### src/rtl/alu_mc_if.sv
`default_nettype none
// ============================================================================
//  Module   : alu_mc_if
//  Purpose  : Execute-stage ALU request/response bundle. The requester drives
//             the operation, operands and start strobe; the ALU returns the
//             busy/done handshake with the registered result and NZCV flags.
//  Ports    : none (signal bundle only)
//             start, ALUControl[3:0], a, b, carry_in   requester -> ALU
//             busy, done, Result, ALUFlags[3:0]        ALU -> requester
//  Revision : 1.0  initial release
// ============================================================================
interface alu_mc_if #(
    parameter int WIDTH = 32
) ();
    logic             start;
    logic [3:0]       ALUControl;
    logic [WIDTH-1:0] a;
    logic [WIDTH-1:0] b;
    logic             carry_in;
    logic             busy;
    logic             done;
    logic [WIDTH-1:0] Result;
    logic [3:0]       ALUFlags;

    modport master (
        output start, ALUControl, a, b, carry_in,
        input  busy, done, Result, ALUFlags
    );

    modport slave (
        input  start, ALUControl, a, b, carry_in,
        output busy, done, Result, ALUFlags
    );
endinterface
`default_nettype wire

### src/rtl/alu_mc.sv
`default_nettype none
// ============================================================================
//  Module   : alu_mc
//  Purpose  : Multi-cycle ALU. ADD/SUB/ADC/SBC, AND/ORR/EOR/MOV and
//             LSL/LSR/ASR/ROR complete in one cycle; MUL/UMULH run an
//             iterative shift-add multiplier for WIDTH cycles. Result and
//             {N,Z,C,V} are registered and qualified by a one-cycle done.
//  Ports    : clk    rising-edge clock
//             reset  asynchronous, active-low reset
//             bus    alu_mc_if.slave (start/ALUControl/a/b/carry_in in,
//                    busy/done/Result/ALUFlags out)
//  Revision : 1.0  initial release
// ============================================================================
module alu_mc #(
    parameter int WIDTH = 32,
    parameter int SHW   = 8
) (
    input  wire logic clk,
    input  wire logic reset,
    alu_mc_if.slave   bus
);

    localparam logic [3:0] c_OP_ADD   = 4'b0000;
    localparam logic [3:0] c_OP_SUB   = 4'b0001;
    localparam logic [3:0] c_OP_AND   = 4'b0010;
    localparam logic [3:0] c_OP_ORR   = 4'b0011;
    localparam logic [3:0] c_OP_EOR   = 4'b0100;
    localparam logic [3:0] c_OP_MOV   = 4'b0101;
    localparam logic [3:0] c_OP_ADC   = 4'b0110;
    localparam logic [3:0] c_OP_SBC   = 4'b0111;
    localparam logic [3:0] c_OP_LSL   = 4'b1000;
    localparam logic [3:0] c_OP_LSR   = 4'b1001;
    localparam logic [3:0] c_OP_ASR   = 4'b1010;
    localparam logic [3:0] c_OP_ROR   = 4'b1011;
    localparam logic [3:0] c_OP_MUL   = 4'b1100;
    localparam logic [3:0] c_OP_UMULH = 4'b1101;

    localparam int                 c_CNT_W = $clog2(WIDTH);
    localparam logic [c_CNT_W-1:0] c_LAST  = c_CNT_W'(WIDTH - 1);

    typedef enum logic [0:0] {
        ST_IDLE = 1'b0,
        ST_MULT = 1'b1
    } state_t;

    // ------------------------------------------------------------------
    // Single-cycle datapath
    // ------------------------------------------------------------------
    logic             w_sub;
    logic             w_cin;
    logic [WIDTH-1:0] w_bop;
    logic [WIDTH:0]   w_sum;
    logic             w_ovf;
    logic [31:0]      w_samt;
    logic [31:0]      w_rot;
    logic             w_is_shift;
    logic             w_is_mul;
    logic [WIDTH:0]   w_lsl;
    logic [WIDTH:0]   w_lsr;
    logic [WIDTH:0]   w_asr;
    logic [WIDTH-1:0] w_ror;
    logic [WIDTH-1:0] w_op_res;
    logic             w_op_c;
    logic             w_op_v;
    logic [3:0]       w_op_flags;

    assign w_sub = (bus.ALUControl == c_OP_SUB) || (bus.ALUControl == c_OP_SBC);
    // SUB always adds the +1 of two's complement; ADC/SBC take it from the C flag.
    assign w_cin = (bus.ALUControl == c_OP_SUB) ||
                   (((bus.ALUControl == c_OP_ADC) || (bus.ALUControl == c_OP_SBC)) && bus.carry_in);
    assign w_bop = w_sub ? ~bus.b : bus.b;
    assign w_sum = {1'b0, bus.a} + {1'b0, w_bop} + {{WIDTH{1'b0}}, w_cin};
    assign w_ovf = ~(bus.a[WIDTH-1] ^ bus.b[WIDTH-1] ^ w_sub) & (bus.a[WIDTH-1] ^ w_sum[WIDTH-1]);

    assign w_samt     = 32'(bus.b[SHW-1:0]);
    assign w_rot      = w_samt % 32'(WIDTH);
    assign w_is_shift = (bus.ALUControl[3:2] == 2'b10);
    assign w_is_mul   = (bus.ALUControl == c_OP_MUL) || (bus.ALUControl == c_OP_UMULH);

    // Each shift runs on a WIDTH+1 vector whose extra bit catches the last
    // bit shifted out; amounts beyond WIDTH naturally yield 0 (LSL/LSR) or
    // a full sign fill (ASR), so no separate over-range path is needed.
    assign w_lsl = {1'b0, bus.a} << w_samt;
    assign w_lsr = {bus.a, 1'b0} >> w_samt;
    assign w_asr = $signed({bus.a, 1'b0}) >>> w_samt;
    // When w_rot is 0 the left term shifts by WIDTH and vanishes.
    assign w_ror = (bus.a >> w_rot) | (bus.a << (32'(WIDTH) - w_rot));

    always_comb begin
        w_op_res = '0;
        w_op_c   = 1'b0;
        w_op_v   = 1'b0;
        case (bus.ALUControl)
            c_OP_ADD, c_OP_SUB, c_OP_ADC, c_OP_SBC: begin
                w_op_res = w_sum[WIDTH-1:0];
                w_op_c   = w_sum[WIDTH];
                w_op_v   = w_ovf;
            end
            c_OP_AND: w_op_res = bus.a & bus.b;
            c_OP_ORR: w_op_res = bus.a | bus.b;
            c_OP_EOR: w_op_res = bus.a ^ bus.b;
            c_OP_MOV: w_op_res = bus.b;
            c_OP_LSL: begin
                w_op_res = w_lsl[WIDTH-1:0];
                w_op_c   = w_lsl[WIDTH];
            end
            c_OP_LSR: begin
                w_op_res = w_lsr[WIDTH:1];
                w_op_c   = w_lsr[0];
            end
            c_OP_ASR: begin
                w_op_res = w_asr[WIDTH:1];
                w_op_c   = w_asr[0];
            end
            c_OP_ROR: begin
                w_op_res = w_ror;
                w_op_c   = w_ror[WIDTH-1];
            end
            default: begin
                // Reserved (and MUL/UMULH, which never take this path):
                // zero result, flags settle to 0100 through Z.
                w_op_res = '0;
            end
        endcase
        // A zero shift amount passes a through and preserves the C flag.
        if (w_is_shift && (w_samt == 32'd0)) begin
            w_op_res = bus.a;
            w_op_c   = bus.carry_in;
        end
    end

    assign w_op_flags = {w_op_res[WIDTH-1], (w_op_res == '0), w_op_c, w_op_v};

    // ------------------------------------------------------------------
    // Control FSM and iterative multiplier
    // ------------------------------------------------------------------
    state_t             r_state;
    state_t             w_state_nxt;
    logic [WIDTH-1:0]   r_mcand;
    logic [WIDTH-1:0]   w_mcand_nxt;
    logic [2*WIDTH-1:0] r_mplier;
    logic [2*WIDTH-1:0] w_mplier_nxt;
    logic [2*WIDTH-1:0] r_acc;
    logic [2*WIDTH-1:0] w_acc_nxt;
    logic [c_CNT_W-1:0] r_cnt;
    logic [c_CNT_W-1:0] w_cnt_nxt;
    logic               r_hi;
    logic               w_hi_nxt;
    logic [WIDTH-1:0]   r_result;
    logic [WIDTH-1:0]   w_result_nxt;
    logic [3:0]         r_flags;
    logic [3:0]         w_flags_nxt;
    logic               r_done;
    logic               w_done_nxt;

    logic [2*WIDTH-1:0] w_acc_sum;
    logic [WIDTH-1:0]   w_prod_sel;

    assign w_acc_sum  = r_acc + (r_mcand[0] ? r_mplier : {(2*WIDTH){1'b0}});
    // The final iteration's sum is used directly so completion lands in the
    // same cycle as the last add rather than one cycle later.
    assign w_prod_sel = r_hi ? w_acc_sum[2*WIDTH-1:WIDTH] : w_acc_sum[WIDTH-1:0];

    always_comb begin
        w_state_nxt  = r_state;
        w_mcand_nxt  = r_mcand;
        w_mplier_nxt = r_mplier;
        w_acc_nxt    = r_acc;
        w_cnt_nxt    = r_cnt;
        w_hi_nxt     = r_hi;
        w_result_nxt = r_result;
        w_flags_nxt  = r_flags;
        w_done_nxt   = 1'b0;
        case (r_state)
            ST_IDLE: begin
                if (bus.start) begin
                    if (w_is_mul) begin
                        w_mcand_nxt  = bus.b;
                        w_mplier_nxt = {{WIDTH{1'b0}}, bus.a};
                        w_acc_nxt    = '0;
                        w_cnt_nxt    = '0;
                        w_hi_nxt     = bus.ALUControl[0];
                        w_state_nxt  = ST_MULT;
                    end else begin
                        w_result_nxt = w_op_res;
                        w_flags_nxt  = w_op_flags;
                        w_done_nxt   = 1'b1;
                    end
                end
            end
            ST_MULT: begin
                w_acc_nxt    = w_acc_sum;
                w_mplier_nxt = r_mplier << 1;
                w_mcand_nxt  = r_mcand >> 1;
                w_cnt_nxt    = r_cnt + 1'b1;
                if (r_cnt == c_LAST) begin
                    w_result_nxt = w_prod_sel;
                    w_flags_nxt  = {w_prod_sel[WIDTH-1], (w_prod_sel == '0), 2'b00};
                    w_done_nxt   = 1'b1;
                    w_state_nxt  = ST_IDLE;
                end
            end
            default: w_state_nxt = ST_IDLE;
        endcase
    end

    always_ff @(posedge clk or negedge reset) begin
        if (!reset) begin
            r_state  <= ST_IDLE;
            r_mcand  <= '0;
            r_mplier <= '0;
            r_acc    <= '0;
            r_cnt    <= '0;
            r_hi     <= 1'b0;
            r_result <= '0;
            r_flags  <= 4'b0000;
            r_done   <= 1'b0;
        end else begin
            r_state  <= w_state_nxt;
            r_mcand  <= w_mcand_nxt;
            r_mplier <= w_mplier_nxt;
            r_acc    <= w_acc_nxt;
            r_cnt    <= w_cnt_nxt;
            r_hi     <= w_hi_nxt;
            r_result <= w_result_nxt;
            r_flags  <= w_flags_nxt;
            r_done   <= w_done_nxt;
        end
    end

    assign bus.busy     = (r_state == ST_MULT);
    assign bus.done     = r_done;
    assign bus.Result   = r_result;
    assign bus.ALUFlags = r_flags;

endmodule
`default_nettype wire

### src/flat_wrapper.sv
// flat-port wrapper written by rule: the top's interface ports become plain ports
module alu_mc_flat 
#(
    parameter int WIDTH = 32,
    parameter int SHW   = 8
)
  (clk, reset, bus_start, bus_ALUControl, bus_a, bus_b, bus_carry_in, bus_busy, bus_done, bus_Result, bus_ALUFlags);
  alu_mc_if #(.WIDTH(WIDTH)) bus_i ();
  input  wire logic clk;
  input  wire logic reset;
  input wire logic [$bits(bus_i.start)-1:0] bus_start;
  input wire logic [$bits(bus_i.ALUControl)-1:0] bus_ALUControl;
  input wire logic [$bits(bus_i.a)-1:0] bus_a;
  input wire logic [$bits(bus_i.b)-1:0] bus_b;
  input wire logic [$bits(bus_i.carry_in)-1:0] bus_carry_in;
  output wire logic [$bits(bus_i.busy)-1:0] bus_busy;
  output wire logic [$bits(bus_i.done)-1:0] bus_done;
  output wire logic [$bits(bus_i.Result)-1:0] bus_Result;
  output wire logic [$bits(bus_i.ALUFlags)-1:0] bus_ALUFlags;
  assign bus_i.start = bus_start;
  assign bus_i.ALUControl = bus_ALUControl;
  assign bus_i.a = bus_a;
  assign bus_i.b = bus_b;
  assign bus_i.carry_in = bus_carry_in;
  assign bus_busy = bus_i.busy;
  assign bus_done = bus_i.done;
  assign bus_Result = bus_i.Result;
  assign bus_ALUFlags = bus_i.ALUFlags;
  alu_mc #(.WIDTH(WIDTH), .SHW(SHW)) u_core (.clk(clk), .reset(reset), .bus(bus_i));
endmodule
### config.mk
export PLATFORM = sky130hd
export DESIGN_NAME = alu_mc_flat
export DESIGN_NICKNAME = d
export VERILOG_FILES = /design/src/rtl/alu_mc_if.sv /design/src/rtl/alu_mc.sv /design/src/flat_wrapper.sv
export SDC_FILE = /design/constraint.sdc
export NUM_CORES = 1
export LEC_CHECK = 0
export BUFFER_PORTS_ARGS = -buffer_cell sky130_fd_sc_hd__buf_4
export CAP_MARGIN = 0
export CORE_MARGIN = 2
export CORE_UTILIZATION = 25
export CTS_BUF_LIST = sky130_fd_sc_hd__clkbuf_2
export CTS_CLUSTER_DIAMETER = 50
export DETAILED_ROUTE_END_ITERATION = 12
export GPL_TIMING_DRIVEN = 0
export HOLD_SLACK_MARGIN = 0.08
export PLACE_DENSITY = 0.41
export SLEW_MARGIN = 40
export SYNTH_ARGS = -nofsm -noshare
export SYNTH_HDL_FRONTEND = slang
export SYNTH_SLANG_ARGS = --single-unit
### constraint.sdc
create_clock -name clk -period 4.1 [get_ports clk]
set_input_delay 0.615 -clock clk [delete_from_list [all_inputs] [get_ports clk]]
set_output_delay 0.615 -clock clk [all_outputs]
set_load 0.05 [all_outputs]
==> results_dict.tcl, run 1 <==
set metrics [dict create \
    startpoint "bus_b[1]" \
    floorplan.rows 115 \
    leading_register_cell_type_out_of_synthesis "sky130_fd_sc_hd__dfrtp_1" \
    maxSlewViolCount 0 \
    die_span_in_x_um 317.9 \
    grt-ovfl-total 0 \
    hold_path_startpoint "bus_carry_in" \
    fin_crit_sh_pct 116.4 \
    cts_tree "done" \
    global_route.usage.total_pct 34.52 \
    synth.yosys.seq_area_share_pct 20.62 \
    synth_seq_cells 203 \
    antenna_found_initial 18 \
    synth_top_area_share_pct 20.62 \
    route.vias.total 29810 \
    post_synth_num_cell_types 94 \
    power_density_relative_to_cell_area_nw_per_um2 775.5 \
    post_synth_instance_area_um2 24640 \
    pin_count_of_the_biggest_net_entering_global_routing 66 \
    layout_min_cycle_time_ps 4772 \
    worstPathRequired_ps 5060 \
    wire_length_of_the_first_global_routing_pass_um 242700 \
    finalNetCount 3691 \
    synth_top_cells_by_area "sky130_fd_sc_hd__dfrtp_1, sky130_fd_sc_hd__ha_1, sky130_fd_sc_hd__nor2_1" \
    timing.setup.critical_path_class "input pin to register" \
    postSynthNetCount 3414 \
    critPathMostFrequentCell "sky130_fd_sc_hd__nand4_1" \
    maxCapViolations 0 \
    power_uw 24420 \
    yosys.cell_count.top_type "sky130_fd_sc_hd__nor2_1" \
    vias_per_cell 6.231 \
    die_height_um 317.9 \
    fin_area_um2 31490 \
    clockRootBuffer "sky130_fd_sc_hd__clkbuf_2" \
    io_pins 110 \
    clk_transition_reported_paths_ps 110 \
    report.final.hold_viol_count 0 \
    post_synth_inst_count 3176 \
    netlist.top_cell.by_area "sky130_fd_sc_hd__dfrtp_1" \
    worst_pin_slew_ps 1035 \
    area_delta_synth_final_pct 27.81 \
    cts_buffer_depth 3 \
    number_of_global_route_vias_before_repair 28280 \
    crit_slowest_cell "sky130_fd_sc_hd__mux2i_1" \
    critical_path.cell_chain "buf_4 > buf_4 > buf_2 > buf_2 > nor2_1 > mux2i_1 > o21ai_0 > o221a_2 > o31ai_1 > a41oi_1 > nor2_1 > nand4_1 > a2111oi_4 > nand4_1 > nor4b_2 > nand4_1 > o211ai_1" \
    ffs_w_async_s_r_synth_pct 100.0 \
    relSlewSlack_pct 31.00 \
    finalCoreUtilization_pct 32.14 \
    failed_checks "setup timing" \
    io_buffer_count 108 \
    status "finished, violations left" \
    synth_edf_count 0 \
    synthesis_warnings 0 \
    htreeDepth 3 \
    regToRegStartpoint "u_core.r_mcand[0]" \
    detail_route.first_pass.iterations 6 \
    static-leakage-power_uw 0.01279 \
    final_hpwl_from_detailed_placement_um 142600 \
    crit_path_max_incr_delay_ps 590 \
    finalSetupViolCount 10 \
    floorplan.initialDensity_pct 25.14 \
    fp.coreArea_um2 97990 \
    detail_route.wl_per_cell_um 37.72 \
    max-vdd-ir-drop_mv 0.3956 \
    timing.final.ws_setup_ps -672.1 \
    min_path_type "input pin to register" \
    dp_worst_setup_slack_ps -3716 \
    worst_setup_end_kind "register" \
    clk_latency_ps 1070 \
    worst_path_max_fanout 10 \
    tritoncts.num_buffers 66 \
    post_dp_cell_area_um2 27890 \
    cp_data_arrival_time_ps 5730 \
    setup_repair_after_global_routing_missed_its_margin "yes" \
    detailedRoute.firstIterationViolations 3454 \
    place.gp.congestion 1.054 \
    syn-mean-instance-area_um2 7.757 \
    numClockSinks 203 \
    fp.dieArea_um2 101100 \
    detail_route.wirelength_um 180500 \
    antenna_left 0 \
    synth_top_cells_by_count "sky130_fd_sc_hd__nor2_1, sky130_fd_sc_hd__nand2_1, sky130_fd_sc_hd__a21oi_1, sky130_fd_sc_hd__dfrtp_1, sky130_fd_sc_hd__clkbuf_1" \
    start_kind "input pin" \
    max_clock_freq_mhz 209.6 \
    route.detailed.drc 0 \
    final_layout_size_suffix_gt1_share_pct 23.89 \
    timing.clock.skew_ps 116.4 \
]
-- metrics by stage --
stage	cells	hold slack (ps)	setup TNS [ps]
6_report	4784	312.1	-1837
3_3_place_gp	4571	467.7	-140080
4_1_cts	4755	119.9	-901.2
2_1_floorplan	3176	319.4	-3714
5_1_grt	4781	187.2	-2436
3_5_place_dp	4591	472.7	-109800
-- cell usage in the layout (no fill, tap or decap), types with 62 or more instances in the layout --
cell type,n
sky130_fd_sc_hd__a22o_1,80
sky130_fd_sc_hd__o22ai_1,98
sky130_fd_sc_hd__nand2_1,327
sky130_fd_sc_hd__and2_1,72
sky130_fd_sc_hd__xnor2_1,66
sky130_fd_sc_hd__dfrtp_1,202
sky130_fd_sc_hd__a21oi_1,187
sky130_fd_sc_hd__nand3_1,62
sky130_fd_sc_hd__nor2_1,330
sky130_fd_sc_hd__inv_1,88
sky130_fd_sc_hd__buf_4,200
sky130_fd_sc_hd__ha_1,119
sky130_fd_sc_hd__o21ai_0,159
sky130_fd_sc_hd__clkbuf_2,135
sky130_fd_sc_hd__mux2i_1,90
sky130_fd_sc_hd__clkbuf_1,97
-- repair_timing --
| item | in CTS | in global routing |
|---|---|---|
| buffers inserted | 55 | 28 |
| endpoints found under the hold margin | 166 | 0 |
| cloned | 1 | 1 |
| setup endpoints to repair | 77 | 19 |
| gates resized for setup | 326 | 145 |
| pin swaps | 66 | 60 |
| hold buffers | 29 | 0 |
-- flip-flops by register name (all words and copies together), names as in the netlist --
register and cells:
u_core.bus.ALUFlags 4, u_core.r_cnt 5, u_core.bus.Result 31, u_core.bus.done 1, u_core.bus.busy 1, u_core.r_acc 64
u_core.r_mcand 32, u_core.r_hi 1, u_core.r_mplier 64
-- cell type report --
cell class                 count  area (µm²)
clock inverter                18       111.4
antenna                        6       15.01
buffer                       233        1663
inverter                      94       366.6
clock buffer                  88       440.4
timing repair buffer         242        2083
multi-input combinational   2613       20120
fill                       10580       66500
tap                         1287        1610
sequential                   203        5084
-- routing by layer --
layer	vias up	GRT usage, %	share of wire [%]
met1	15200	48.41	45
met2	1720	48.14	40
met5	-	0	0.027
met4	8	14.62	4.7
met3	360	10.90	11
li1	12520	-	-
-- power breakdown --
part	switching (µW)	internal (µW)
Combinational	11900	6930
Clock	1050	642
Sequential	865	3010
-- critical path: cells and delay by family --
family          cells  cell delay, ps
buf+inv             4            1470
mux                 1             590
compound gates      6            1750
simple gates        6            1270
-- cell families after synthesis --
family	share of synthesized area, %
AND/OR/NAND/NOR	20.01
multiplexers	10.98
XOR/XNOR	4.230
adder cells (fa/ha/maj)	8.522
flip-flops	20.62
buffers and inverters	5.937
AO/OA/AOI/OAI	29.70
-- final timing paths --
kind                                                to  slack [ps]  cells after the start
worst max register to register  u_core.bus.ALUFlags[2]        -350                     15
worst min-delay path            u_core.bus.ALUFlags[1]         310                      5
max in group asynchronous            u_core.r_mcand[9]        2360                      6
worst max-delay path            u_core.bus.ALUFlags[2]        -670                     17
min in group asynchronous              u_core.r_acc[9]         660                      4
worst min register to register     u_core.r_mplier[42]         480                      1
Note: power is estimated with default switching activity, not from simulation.
==> run 2, diff against run 1 <==
--- a/config.mk
+++ b/config.mk
@@ -5,6 +5,7 @@
 export SDC_FILE = /design/constraint.sdc
 export NUM_CORES = 1
 export LEC_CHECK = 0
+export ABC_AREA = 1
 export BUFFER_PORTS_ARGS = -buffer_cell sky130_fd_sc_hd__buf_4
 export CAP_MARGIN = 0
 export CORE_MARGIN = 2
@@ -14,7 +15,7 @@
 export DETAILED_ROUTE_END_ITERATION = 12
 export GPL_TIMING_DRIVEN = 0
 export HOLD_SLACK_MARGIN = 0.08
-export PLACE_DENSITY = 0.41
+export PLACE_DENSITY = 0.4
 export SLEW_MARGIN = 40
 export SYNTH_ARGS = -nofsm -noshare
 export SYNTH_HDL_FRONTEND = slang
==> constraint.sdc (replaced) <==
create_clock -name clk -period 4.1 [get_ports clk]
set_input_delay 0.615 -clock clk [delete_from_list [all_inputs] [get_ports clk]]
set_output_delay 0.615 -clock clk [all_outputs]
set_load 0.005 [all_outputs]
==> run 2 against run 1 <==
Setup slack improved by 670 ps. Utilization is 2.1 points lower. Critical path depth up 1. The run still ends with setup timing left. Clock skew fell by 22 ps.
==> results_dict.tcl, run 2 <==
set metrics [dict create \
    max_clock_freq_mhz 243.5 \
    power_density_relative_to_cell_area_nw_per_um2 718.5 \
    met1_usage_grt_pct 43.11 \
    cts_tree "done" \
    io_pins 110 \
    numClockSinks 203 \
    synth_seq_cells 203 \
    dp_worst_setup_slack_ps -2213 \
    timing.final.ws_setup_ps -7.033 \
    final_hpwl_from_detailed_placement_um 159900 \
    final_layout_size_suffix_gt1_share_pct 12.51 \
    global_route.peak_usage_layer "met2" \
    antenna_found_initial 14 \
    pin_count_of_the_biggest_net_entering_global_routing 67 \
    worst_setup_end_kind "register" \
    regArea_um2 5080 \
    max-vdd-ir-drop_mv 0.3896 \
    synth_top_area_share_pct 19.80 \
    clk_latency_ps 1120 \
    numPlacedInstances 5878 \
    number_of_global_route_vias_before_repair 33230 \
    detailedRoute.firstIterationViolations 3690 \
    fp.coreArea_um2 101700 \
    syn-mean-instance-area_um2 5.835 \
    finish.cell_count_without_fillers 6058 \
    route.detailed.drc 0 \
    tritoncts.num_buffers 56 \
    cp_data_arrival_time_ps 5100 \
    synth_top_cells_by_area "sky130_fd_sc_hd__dfrtp_1, sky130_fd_sc_hd__nand2_1, sky130_fd_sc_hd__nand3_1" \
    regToRegStartpoint "u_core.r_mcand[0]" \
    detail_route.wirelength_um 195100 \
    met3_usage_in_global_routing_pct 5.685 \
    maxSlewViolCount 0 \
    fin_crit_sh_pct 100.2 \
    floorplan.rows 117 \
    maxCapViolations 0 \
    synth.yosys.seq_area_share_pct 19.80 \
    die_span_in_x_um 324.4 \
    hold_slack_ps 157.1 \
    route.vias.total 33750 \
    yosys.area_share.xor_xnor_pct 2.492 \
    layout.cells.most_common_list "sky130_fd_sc_hd__nand2_1, sky130_fd_sc_hd__nand3_1, sky130_fd_sc_hd__inv_1" \
    clockRootBuffer "sky130_fd_sc_hd__clkbuf_2" \
    io_buffer_count 109 \
    synth_fa_ha_area_share_pct 8.182 \
    timing.setup.critical_path_class "input pin to register" \
    wire_length_of_the_first_global_routing_pass_um 265700 \
    grt-ovfl-total 0 \
    post_synth_inst_count 4398 \
    combPwrFrac_pct 75.7 \
    r2r_cells 19 \
    area_delta_synth_final_pct 18.95 \
    failed_checks "setup timing" \
    worstSetupEndpoint "u_core.bus.ALUFlags[1]" \
    post_synthesis_mux_area_share_pct 0.03901 \
    worstPathRequired_ps 5090 \
    final.fill_count 11950 \
    layout.cells.most_common "sky130_fd_sc_hd__nand2_1" \
    yosys.cell_count.top_type "sky130_fd_sc_hd__nand2_1" \
    synth_edf_count 0 \
    synth_top_family_by_area "simple AND/OR/NAND/NOR gates" \
    vias_per_cell 5.572 \
    fp.dieArea_um2 105200 \
    min_path_type "input pin to register" \
    floorplan.initialDensity_pct 25.22 \
    seqPwrFrac_pct 17.1 \
    static-leakage-power_uw 0.01489 \
    finalSetupViolCount 1 \
    antenna_left 0 \
    netlist.top_cell.by_area "sky130_fd_sc_hd__dfrtp_1" \
    cts_buffer_depth 3 \
    intPower_uw 8564 \
    startpoint "bus_a[11]" \
    slack_of_the_worst_reg_to_reg_path_ps 260 \
    place.gp.congestion 1.056 \
    multi_input_area_um2 18870 \
    clk_transition_reported_paths_ps 110 \
    die_height_um 324.4 \
    leading_register_cell_type_out_of_synthesis "sky130_fd_sc_hd__dfrtp_1" \
    relSlewSlack_pct 25.75 \
    worstHoldPathCells 4 \
    status "finished, violations left" \
    finalNetCount 4878 \
    synth_top_cells_by_count "sky130_fd_sc_hd__nand2_1, sky130_fd_sc_hd__nand3_1, sky130_fd_sc_hd__nor2_1, sky130_fd_sc_hd__inv_1, sky130_fd_sc_hd__a21oi_1" \
    setup_repair_after_global_routing_missed_its_margin "no" \
    start_kind "input pin" \
    post_synth_instance_area_um2 25660 \
    layout_min_cycle_time_ps 4107 \
    rr_endpoint "u_core.bus.ALUFlags[2]" \
    detail_route.first_pass.iterations 6 \
    report.final.hold_viol_count 0 \
    p_sw_uw 13370 \
    postSynthNetCount 4636 \
    htreeDepth 2 \
    globalRouteMet2Util_pct 58.35 \
    post_synth_num_cell_types 50 \
    timing.clock.skew_ps 94.14 \
    swShare_pct 60.95 \
    synthesis_warnings 0 \
    layout_top_registers "u_core.r_acc: 64 flops, u_core.r_mplier: 64 flops, u_core.r_mcand: 32 flops" \
    worst_pin_slew_ps 1114 \
    synth_simple_gate_area_share_pct 42.22 \
    power.clock.fraction_pct 7.2 \
    ffs_w_async_s_r_synth_pct 100.0 \
    worst_path_max_fanout 6 \
    global_route.usage.total_pct 35.91 \
    compound_cell_area_share_of_the_yosys_netlist_pct 16.90 \
    detail_route.wl_per_cell_um 32.21 \
]
[run 2: cell types whose count changed in the layout (fill, tap and decap cells not counted), sizes merged, moves of 39 or more]
cell,previous run,this run
nand2,336,1281
nand3,65,751
inv,91,438
nor2,343,440
mux2i,97,1
and2,80,3
clkbuf,251,188
mux4,61,0
xnor2,79,18
a22o,80,29
a211oi,44,1
buf,282,241
a21oi,221,261
a31oi,43,4
[run 2: layout make-up]
type                       count  area share [%]
antenna                        7         0.05739
buffer                       208           3.579
clock buffer                  80           1.312
clock inverter                21          0.3156
inverter                     443           5.448
multi-input combinational   3543           61.81
sequential                   203           16.64
tap                         1368           5.608
timing repair buffer         185           5.226
[run 2: worst min path at each step]
stage,startpoint,endpoint
6_report,bus_start,u_core.r_mplier[1]
5_1_grt,bus_start,u_core.r_mcand[30]
4_1_cts,bus_a[31],u_core.r_mplier[31]
3_5_place_dp,u_core.r_acc[0],u_core.r_acc[0]
3_3_place_gp,u_core.r_acc[0],u_core.r_acc[0]
2_1_floorplan,reset,u_core.bus.ALUFlags[0]
[run 2: power groups by stage]
stage,Sequential (µW),Clock (µW),Combinational (µW)
after floorplan,3430,0,8440
after global placement,3770,0,14500
after detailed placement,3750,0,14400
after CTS,3730,1630,14900
after global routing,3840,1720,17600
final,3750,1580,16600
[run 2: cell families after synthesis]
group,after synthesis
adders and majority gates,166
DFF,203
AOI/OAI and AO/OA,737
xor gates and xnor gates,73
muxes,1
and+or+nand+nor,2566
buffers and inverters,652
[run 2: timing repair]
item | 4_1_cts | 5_1_grt
hold endpoints to repair | 246 | 0
hold buffers | 45 | 0
pin swaps | 10 | 17
gates resized for setup | 85 | 218
setup endpoints to repair | 29 | 3
buffers inserted | 10 | 18
[run 2: worst max-delay path, stage by stage]
cell	delay (ps)
sky130_fd_sc_hd__dlygate4sd3_1	540
sky130_fd_sc_hd__buf_4	210
sky130_fd_sc_hd__inv_1	660
sky130_fd_sc_hd__nand2_1	210
sky130_fd_sc_hd__nand2_1	440
sky130_fd_sc_hd__inv_1	150
sky130_fd_sc_hd__nand2_1	130
sky130_fd_sc_hd__nand3_1	130
sky130_fd_sc_hd__nand2_1	100
sky130_fd_sc_hd__nand2_1	60
sky130_fd_sc_hd__nand2_1	230
sky130_fd_sc_hd__a31oi_1	150
sky130_fd_sc_hd__o31ai_1	610
sky130_fd_sc_hd__nand3_1	180
sky130_fd_sc_hd__nand2_1	90
sky130_fd_sc_hd__o21ai_0	180
sky130_fd_sc_hd__nand2_1	250
sky130_fd_sc_hd__nand2_1	80
[run 2: per-layer routing]
metal	share of wire, %	wire, µm	up-vias
met3	6.8	13300	537
met1	39	76830	16330
met4	8.7	17070	10
li1	-	-	15250
met2	45	87860	1629
met5	0.035	68	-
[run 2: metrics by stage]
stage / util [%] / power, µW / instance area [µm²] / TNS, ps
2_1_floorplan: - / 11870 / 25680 / 0
3_3_place_gp: 27.72 / 18230 / 28210 / -52710
3_5_place_dp: 27.85 / 18160 / 28330 / -47350
4_1_cts: 29.12 / 20240 / 29630 / 0
5_1_grt: 29.99 / 23170 / 30510 / 0
6_report: 30.00 / 21930 / 30520 / -7.033
